===== src/rtl/wbs_pwm_multi.sv =====
// wbs_pwm_multi: Wishbone B4 pipelined slave driving CHANNELS PWM outputs with a shared period counter.
// TOP/DUTY writes are double-buffered and reach the active registers only at a period wrap or while disabled.
module wbs_pwm_multi #(
  parameter int CHANNELS = 4,
  parameter int WIDTH    = 8,
  parameter int ADDR_W   = 4
) (
  input  logic                wb_clk_i,
  input  logic                wb_rst_i,
  input  logic                wb_cyc_i,
  input  logic                wb_stb_i,
  input  logic                wb_we_i,
  input  logic [ADDR_W-1:0]   wb_adr_i,
  input  logic [WIDTH-1:0]    wb_dat_i,
  output logic [WIDTH-1:0]    wb_dat_o,
  output logic                wb_ack_o,
  output logic                wb_stall_o,
  output logic [CHANNELS-1:0] pwm_o,
  output logic                period_o
);
  logic [1:0] rst_q;
  logic rst_n, req, wr, en, wrap;
  logic [CHANNELS-1:0] pol;
  logic [WIDTH-1:0] top_p, top_a, cnt, rd;
  logic [CHANNELS-1:0][WIDTH-1:0] duty_p, duty_a;
  // Reset asserts immediately but releases only after two clock edges.
  always_ff @(posedge wb_clk_i or negedge wb_rst_i)
    if (!wb_rst_i) rst_q <= 2'b00;
    else rst_q <= {rst_q[0], 1'b1};
  assign rst_n = rst_q[1];
  assign req = wb_cyc_i & wb_stb_i;
  assign wr = req & wb_we_i;
  assign wrap = en && cnt == top_a;
  assign period_o = wrap;
  assign wb_stall_o = 1'b0;
  always_comb begin
    rd = '0;
    if (wb_adr_i == ADDR_W'(0)) rd = WIDTH'(en);
    else if (wb_adr_i == ADDR_W'(1)) rd = top_p;
    else if (wb_adr_i == ADDR_W'(2)) rd = WIDTH'(pol);
    for (int i = 0; i < CHANNELS; i++)
      if (wb_adr_i == ADDR_W'(3 + i)) rd = duty_p[i];
  end
  always_ff @(posedge wb_clk_i or negedge rst_n)
    if (!rst_n) begin
      wb_ack_o <= 1'b0;
      wb_dat_o <= '0;
      en <= 1'b0;
      pol <= '0;
      top_p <= '1;
      top_a <= '1;
      duty_p <= '0;
      duty_a <= '0;
      cnt <= '0;
      pwm_o <= '0;
    end else begin
      wb_ack_o <= req;
      wb_dat_o <= (req && !wb_we_i) ? rd : '0;
      if (wr && wb_adr_i == ADDR_W'(0)) en <= wb_dat_i[0];
      if (wr && wb_adr_i == ADDR_W'(1)) top_p <= wb_dat_i;
      if (wr && wb_adr_i == ADDR_W'(2)) pol <= wb_dat_i[CHANNELS-1:0];
      for (int i = 0; i < CHANNELS; i++)
        if (wr && wb_adr_i == ADDR_W'(3 + i)) duty_p[i] <= wb_dat_i;
      // Loading from the old pending values here means a write landing on the wrap edge waits a full period.
      if (!en || wrap) begin
        top_a <= top_p;
        duty_a <= duty_p;
      end
      cnt <= (!en || wrap) ? '0 : cnt + WIDTH'(1);
      for (int i = 0; i < CHANNELS; i++)
        pwm_o[i] <= en ? ((duty_a[i] > cnt) ^ pol[i]) : pol[i];
    end
endmodule


===== config.mk =====
export PLATFORM = sky130hd
export DESIGN_NAME = wbs_pwm_multi
export DESIGN_NICKNAME = d
export VERILOG_FILES = /design/src/rtl/wbs_pwm_multi.sv
export SDC_FILE = /design/constraint.sdc
export NUM_CORES = 1
export LEC_CHECK = 0
export ABC_AREA = 1
export BUFFER_PORTS_ARGS = -buffer_cell sky130_fd_sc_hd__clkbuf_2
export CORE_ASPECT_RATIO = 0.6
export CORE_MARGIN = 2
export CORE_UTILIZATION = 29
export CTS_CLUSTER_SIZE = 28
export DETAILED_ROUTE_END_ITERATION = 8
export MAX_ROUTING_LAYER = met4
export PLACE_DENSITY = 0.42
export SETUP_SLACK_MARGIN = 0.05
export SLEW_MARGIN = 20
export SYNTH_ARGS = -nofsm -noshare
export SYNTH_HDL_FRONTEND = slang
export SYNTH_SLANG_ARGS = --single-unit

===== constraint.sdc =====
create_clock -name wb_clk_i -period 3.65 [get_ports wb_clk_i]
set_clock_uncertainty 0.05 [all_clocks]
set_input_delay 0 -clock wb_clk_i [delete_from_list [all_inputs] [get_ports wb_clk_i]]
set_output_delay 0 -clock wb_clk_i [all_outputs]
set_load 0.1 [all_outputs]

Yosys cells after proc, flatten, opt, wreduce, memory -nomap -nowiden
Cells that the tools add are included.
- flip-flop bits (word level): 108
- latch bits: 0
- memory bits (writable): 0
- bits in read-only memories: 0
- input port bits: 17
- output and inout bits: 15
- logic and storage cells: 61
- memories kept: 0
- $add $sub $neg: 1
- multiply operators: 0
- divide/modulo/power cells: 0
- order comparisons: 4
- equality and inequality tests: 7
- shift operators: 0
- muxes and demuxes: 13
- bitwise logic cells: 6
- reductions and logical operators: 13
- operators with widths (cell ; number):
    $mux W8 ; 8
    $gt A8 B8 Y1 ; 4
    $eq A4 B3 Y1 const B ; 3
    $logic_and A1 B1 Y1 ; 9
    $add A8 B1 Y8 const B ; 1
    $eq A4 B2 Y1 const B ; 2
    $eq A8 B8 Y1 ; 1
    $eq A4 B1 Y1 const B ; 1
    $logic_not A4 Y1 ; 1
    $mux W1 ; 4
    $mux W4 ; 1
    $xor A1 B1 Y1 ; 4
    $and A1 B1 Y1 ; 2
    $logic_not A1 Y1 ; 2
    $logic_or A1 B1 Y1 ; 1

Longest topological paths before layout
- depth in word-level cells: 9
- depth in mapped cells: 13
- depth with buffers taken out: 13

Worst setup path before layout
OpenSTA, ideal clock, no wires.
- kind: reg-to-output
- start: reg top_a[0]
- end: out period_o
- arrival time: 2.358 ns
- required time: 3.600 ns
- slack: 1.242 ns
- cell stages (with the launch flop): 7
- buffers on the path: 1
- cell sequence: dfstp_2 > xnor2_1 > nand2_1 > nor2_2 > nand2_4 > buf_2 > nor2_1
- longest elaborated chain between the ends: 2
- RTL lines (element ; RTL line ; text):
    start, declared ; 24 ; logic [WIDTH-1:0] top_p, top_a, cnt, rd;
    start signal, assigned ; 66 ; top_a <= top_p;
    $eq A8 B8 Y1 ; 33 ; assign wrap = en && cnt == top_a;
    $logic_and A1 B1 Y1 ; 33 ;
    end, declared ; 19 ; output logic period_o
Every way passes these cells.

Worst setup path in the final report
- start: reg cnt[0]
- end: out period_o
- longest elaborated chain between the ends: 2
- RTL lines (element ; RTL line ; text):
    start, declared ; 24 ;
    start signal, assigned ; 69 ; cnt <= (!en || wrap) ? '0 : cnt + WIDTH'(1);
    $eq A8 B8 Y1 ; 33 ;
    $logic_and A1 B1 Y1 ; 33 ;
Every way passes these cells.

==> results.md <==
* DRT iter0 DRCs at 462
* Post-route DRC at 0
* Syn nets at 696
* Worst Tran Pin Value at 0.637 ns
* Antenna cells at 0
* Crit path kind: reg2out
* Post-synth EDFFs at 0
* Max_cap viols at 0
* Die Y-Extent at 111 um
* Synth Flop Type: dfrtp_1
* RSZ-0062 raised after global routing: no
* Drt pass-1 iters at 5
* Hold Violations, Final at 0
* Syn. warnings at 0
* First-pass GRT wire length at 25,900 um
* ANT nets after route at 0
* Global-route usage over all layers at 17.5%
* Tmin final at 2.36 ns
* Initial antenna violation count at 0
* Gate Count Post-Synth at 646
* Hold Path Depth at 3
* Mean area per synthesized cell at 8.53 um^2
* Leak Pwr at 3.16 nW
* Num rows at 38
* Crit path max-delay family: simple AND/OR/NAND/NOR gates
* Filler cell count at 1,934
* Post-DP HPWL at 12,000 um
* Status: finished, final reports clean
* Area Growth Syn to Fin at 14.1%
* Synthesis-stage register bit count at 108
* Input/output buffers at 30
* CTS tree: built
* Max clock buf depth at 2
* Final Net Count at 732
* Avg WL per Cell at 17.3 um
* Post-CTS Setup Inserts at 0
* Final Power at 3.86 mW
* Synth cell types at 31
* Ys async rst share at 100%
* Buf/Inv on CP at 1
* Layout cells sized above 1 at 16.6%
* Top post-synthesis cells by area: dfrtp_1 42%, nand2_1 14%, dfstp_2 7.6%
* Slowest-stage cell, CP: dfrtp_1
* Total grt overflow at 0
* Post-Route WL at 16,000 um
* Final Slew Violations at 0
* Setup Viol. Count Final at 0
* CP required at 3.60 ns
* CTS H-tree depth at 3
* Num CTS Buffers at 9
* Crit path capture type: output port
* Core area at 18,400 um^2
* Largest net degree at the start of global routing at 79
* Post-synthesis sequential area ratio at 49.4%
* Fmax at 0.424 GHz
* Hold Path Sink: duty_p[25]$_DFFE_PN0P_
* Worst R2R Start: cnt[0]$_DFF_PN0_
* Worst-path clk slew at 0.09 ns
* Crit path cell chain: xnor2_1 > nand2_1 > nor2_2 > nand2_4 > nor2_1 > clkbuf_2
* Worst-path fanout max at 44
* RR Endpoint: top_a[5]$_DFFE_PN1N_
* Multi-input gate area at 2460 um^2
* GP Congestion at 0.823
* Pwr Density at 614 nW/um^2
* Peak supply drop at 0.000253 V
* Synth top area share at 41.8%
* Die W at 182 um
* Fin Setup TNS at 0 ns
* Die Area at 20,200 um^2
* Mapped cell area at 5510 um^2
* Startpoint Class: register
* Num ports at 32
* Via Count at 4,392
* Min-Delay Startpoint: wb_dat_i[1]
* Vias per cell at 4.74
* R2r setup slk at 1.45 ns
* Normalized max-slew margin at 57.4%
* Final period utilization at 64.6%
* Clock Sinks at 108
* Post_cts resized at 0
* Register area at 2730 um^2
* Number of global-route vias before repair at 4,272
* Root Buffer: clkbuf_16
* Tightest Hold Check Type: in2reg
* Clk Latency, worst-skew pair at 0.37 ns
* CP max stage delay at 0.55 ns
* Starting Density at 30.0%
* Area leader, netlist: dfrtp_1
* Worst Path Arrival at 2.31 ns
* Worst Reg2Reg Path Length in Cells at 7
[cell usage after synthesis (all sizes together) (6+ instances only)]
cell type,n
nor3,6
nand3,57
nor2,43
xnor2,8
nand2,223
a21oi,24
buf,16
inv,51
dfstp,16
o21ai,56
ha,33
dfrtp,92
[metal layers]
metal  global-route usage (%)  up-vias  wire length [um]
met2                     22.2      109              5990
met4                     3.76        0               201
met5                        -        -                 0
met3                     4.01       18               851
li1                         -     2160                 -
met1                     27.6     2105              8970
[worst max path at each step]
stage / end / depth (start not counted) / slack [ns] / start
finish: period_o / 6 / 1.29 / cnt[0]$_DFF_PN0_
global route: period_o / 6 / 1.10 / cnt[0]$_DFF_PN0_
CTS: period_o / 6 / 1.27 / cnt[0]$_DFF_PN0_
detailed placement: top_a[1]$_DFFE_PN1N_ / 7 / 1.44 / cnt[0]$_DFF_PN0_
global placement: top_a[1]$_DFFE_PN1N_ / 7 / 1.46 / cnt[0]$_DFF_PN0_
floorplan: cnt[0]$_DFF_PN0_ / 0 / 0.40 / rst_q[1]$_DFF_PN0_
[tightest hold or removal path: stages]
cell      delay, ns
clkbuf_2       0.07
inv_1          0.14
o21ai_1        0.17
[through the flow]
| step | instances | setup WS [ns] | utilization, % | instance area (um^2) | hold slack [ns] |
|---|---|---|---|---|---|
| floorplan | 646 | 0.397 | - | 5510 | -0.346 |
| global placement | 900 | 1.46 | 32.0 | 5870 | -0.263 |
| detailed placement | 900 | 1.44 | 32.0 | 5870 | -0.263 |
| CTS | 926 | 1.27 | 34.1 | 6260 | 0.000573 |
| global route | 927 | 1.10 | 34.3 | 6290 | 0.00915 |
| finish | 927 | 1.29 | 34.3 | 6290 | 0.00135 |
[area by class of cell]
| type | instances | share of cell area [%] |
|---|---|---|
| multi-input combinational | 466 | 39.2 |
| tap | 240 | 4.78 |
| timing repair buffer | 45 | 4.90 |
| sequential | 108 | 43.4 |
| clock buffer | 9 | 3.58 |
| inverter | 52 | 3.12 |
| clock inverter | 7 | 1.05 |
[sequential cells by signal, indices dropped and copies added (netlist names)]
name and count:
cnt 8, duty_a 32, duty_p 32, en 1, pol 4, pwm_o 4
rst_q 2, top_a 8, top_p 8, wb_ack_o 1, wb_dat_o 8
[cell usage in the layout, fill, tap and decap left out]
cell type / count
inv_2: 4
o21a_1: 4
nand2_2: 10
inv_1: 47
a21oi_1: 24
nand3b_1: 3
clkbuf_2: 30
ha_1: 33
o21ai_1: 31
conb_1: 2
buf_16: 1
o21ai_2: 16
nand3_1: 57
buf_4: 4
dfrtp_1: 91
clkinv_4: 3
nor3_2: 5
nand4_1: 4
dfrtp_4: 1
nor2_4: 2
inv_8: 2
dlygate4sd3_1: 10
xor2_1: 1
nand2_4: 3
a31oi_1: 1
nor2_1: 36
o21ai_0: 9
inv_6: 2
dfstp_2: 16
nor3_1: 1
nor2_2: 5
clkinv_2: 1
nand2_1: 210
clkbuf_16: 9
xnor2_1: 8
nor4_1: 1
[cells by family (layout without fill, tap and decap cells)]
| family | after synthesis | after routing | synth area share [%] |
|---|---|---|---|
| AND/OR/NAND/NOR | 337 | 337 | 26.6 |
| flip-flops | 108 | 108 | 49.4 |
| AO/OA/AOI/OAI | 85 | 85 | 9.02 |
| buffers and inverters | 72 | 113 | 5.86 |
| adder cells (fa/ha/maj) | 33 | 33 | 7.49 |
| XOR/XNOR | 9 | 9 | 1.43 |
| other | 2 | 2 | 0.136 |
[timing repair]
item                                    4_1_cts  5_1_grt
endpoints found under the setup margin        0        0
hold buffers                                 10        0
endpoints found under the hold margin        26        0
[report_power, final]
group | leakage (nW) | internal [mW] | total [mW] | switching, mW
combinational | 1.62 | 0.369 | 1.26 | 0.894
sequential | 1.40 | 1.42 | 1.61 | 0.186
clock | 0.144 | 0.483 | 0.992 | 0.509
Note: power is estimated with default switching activity, not from simulation.
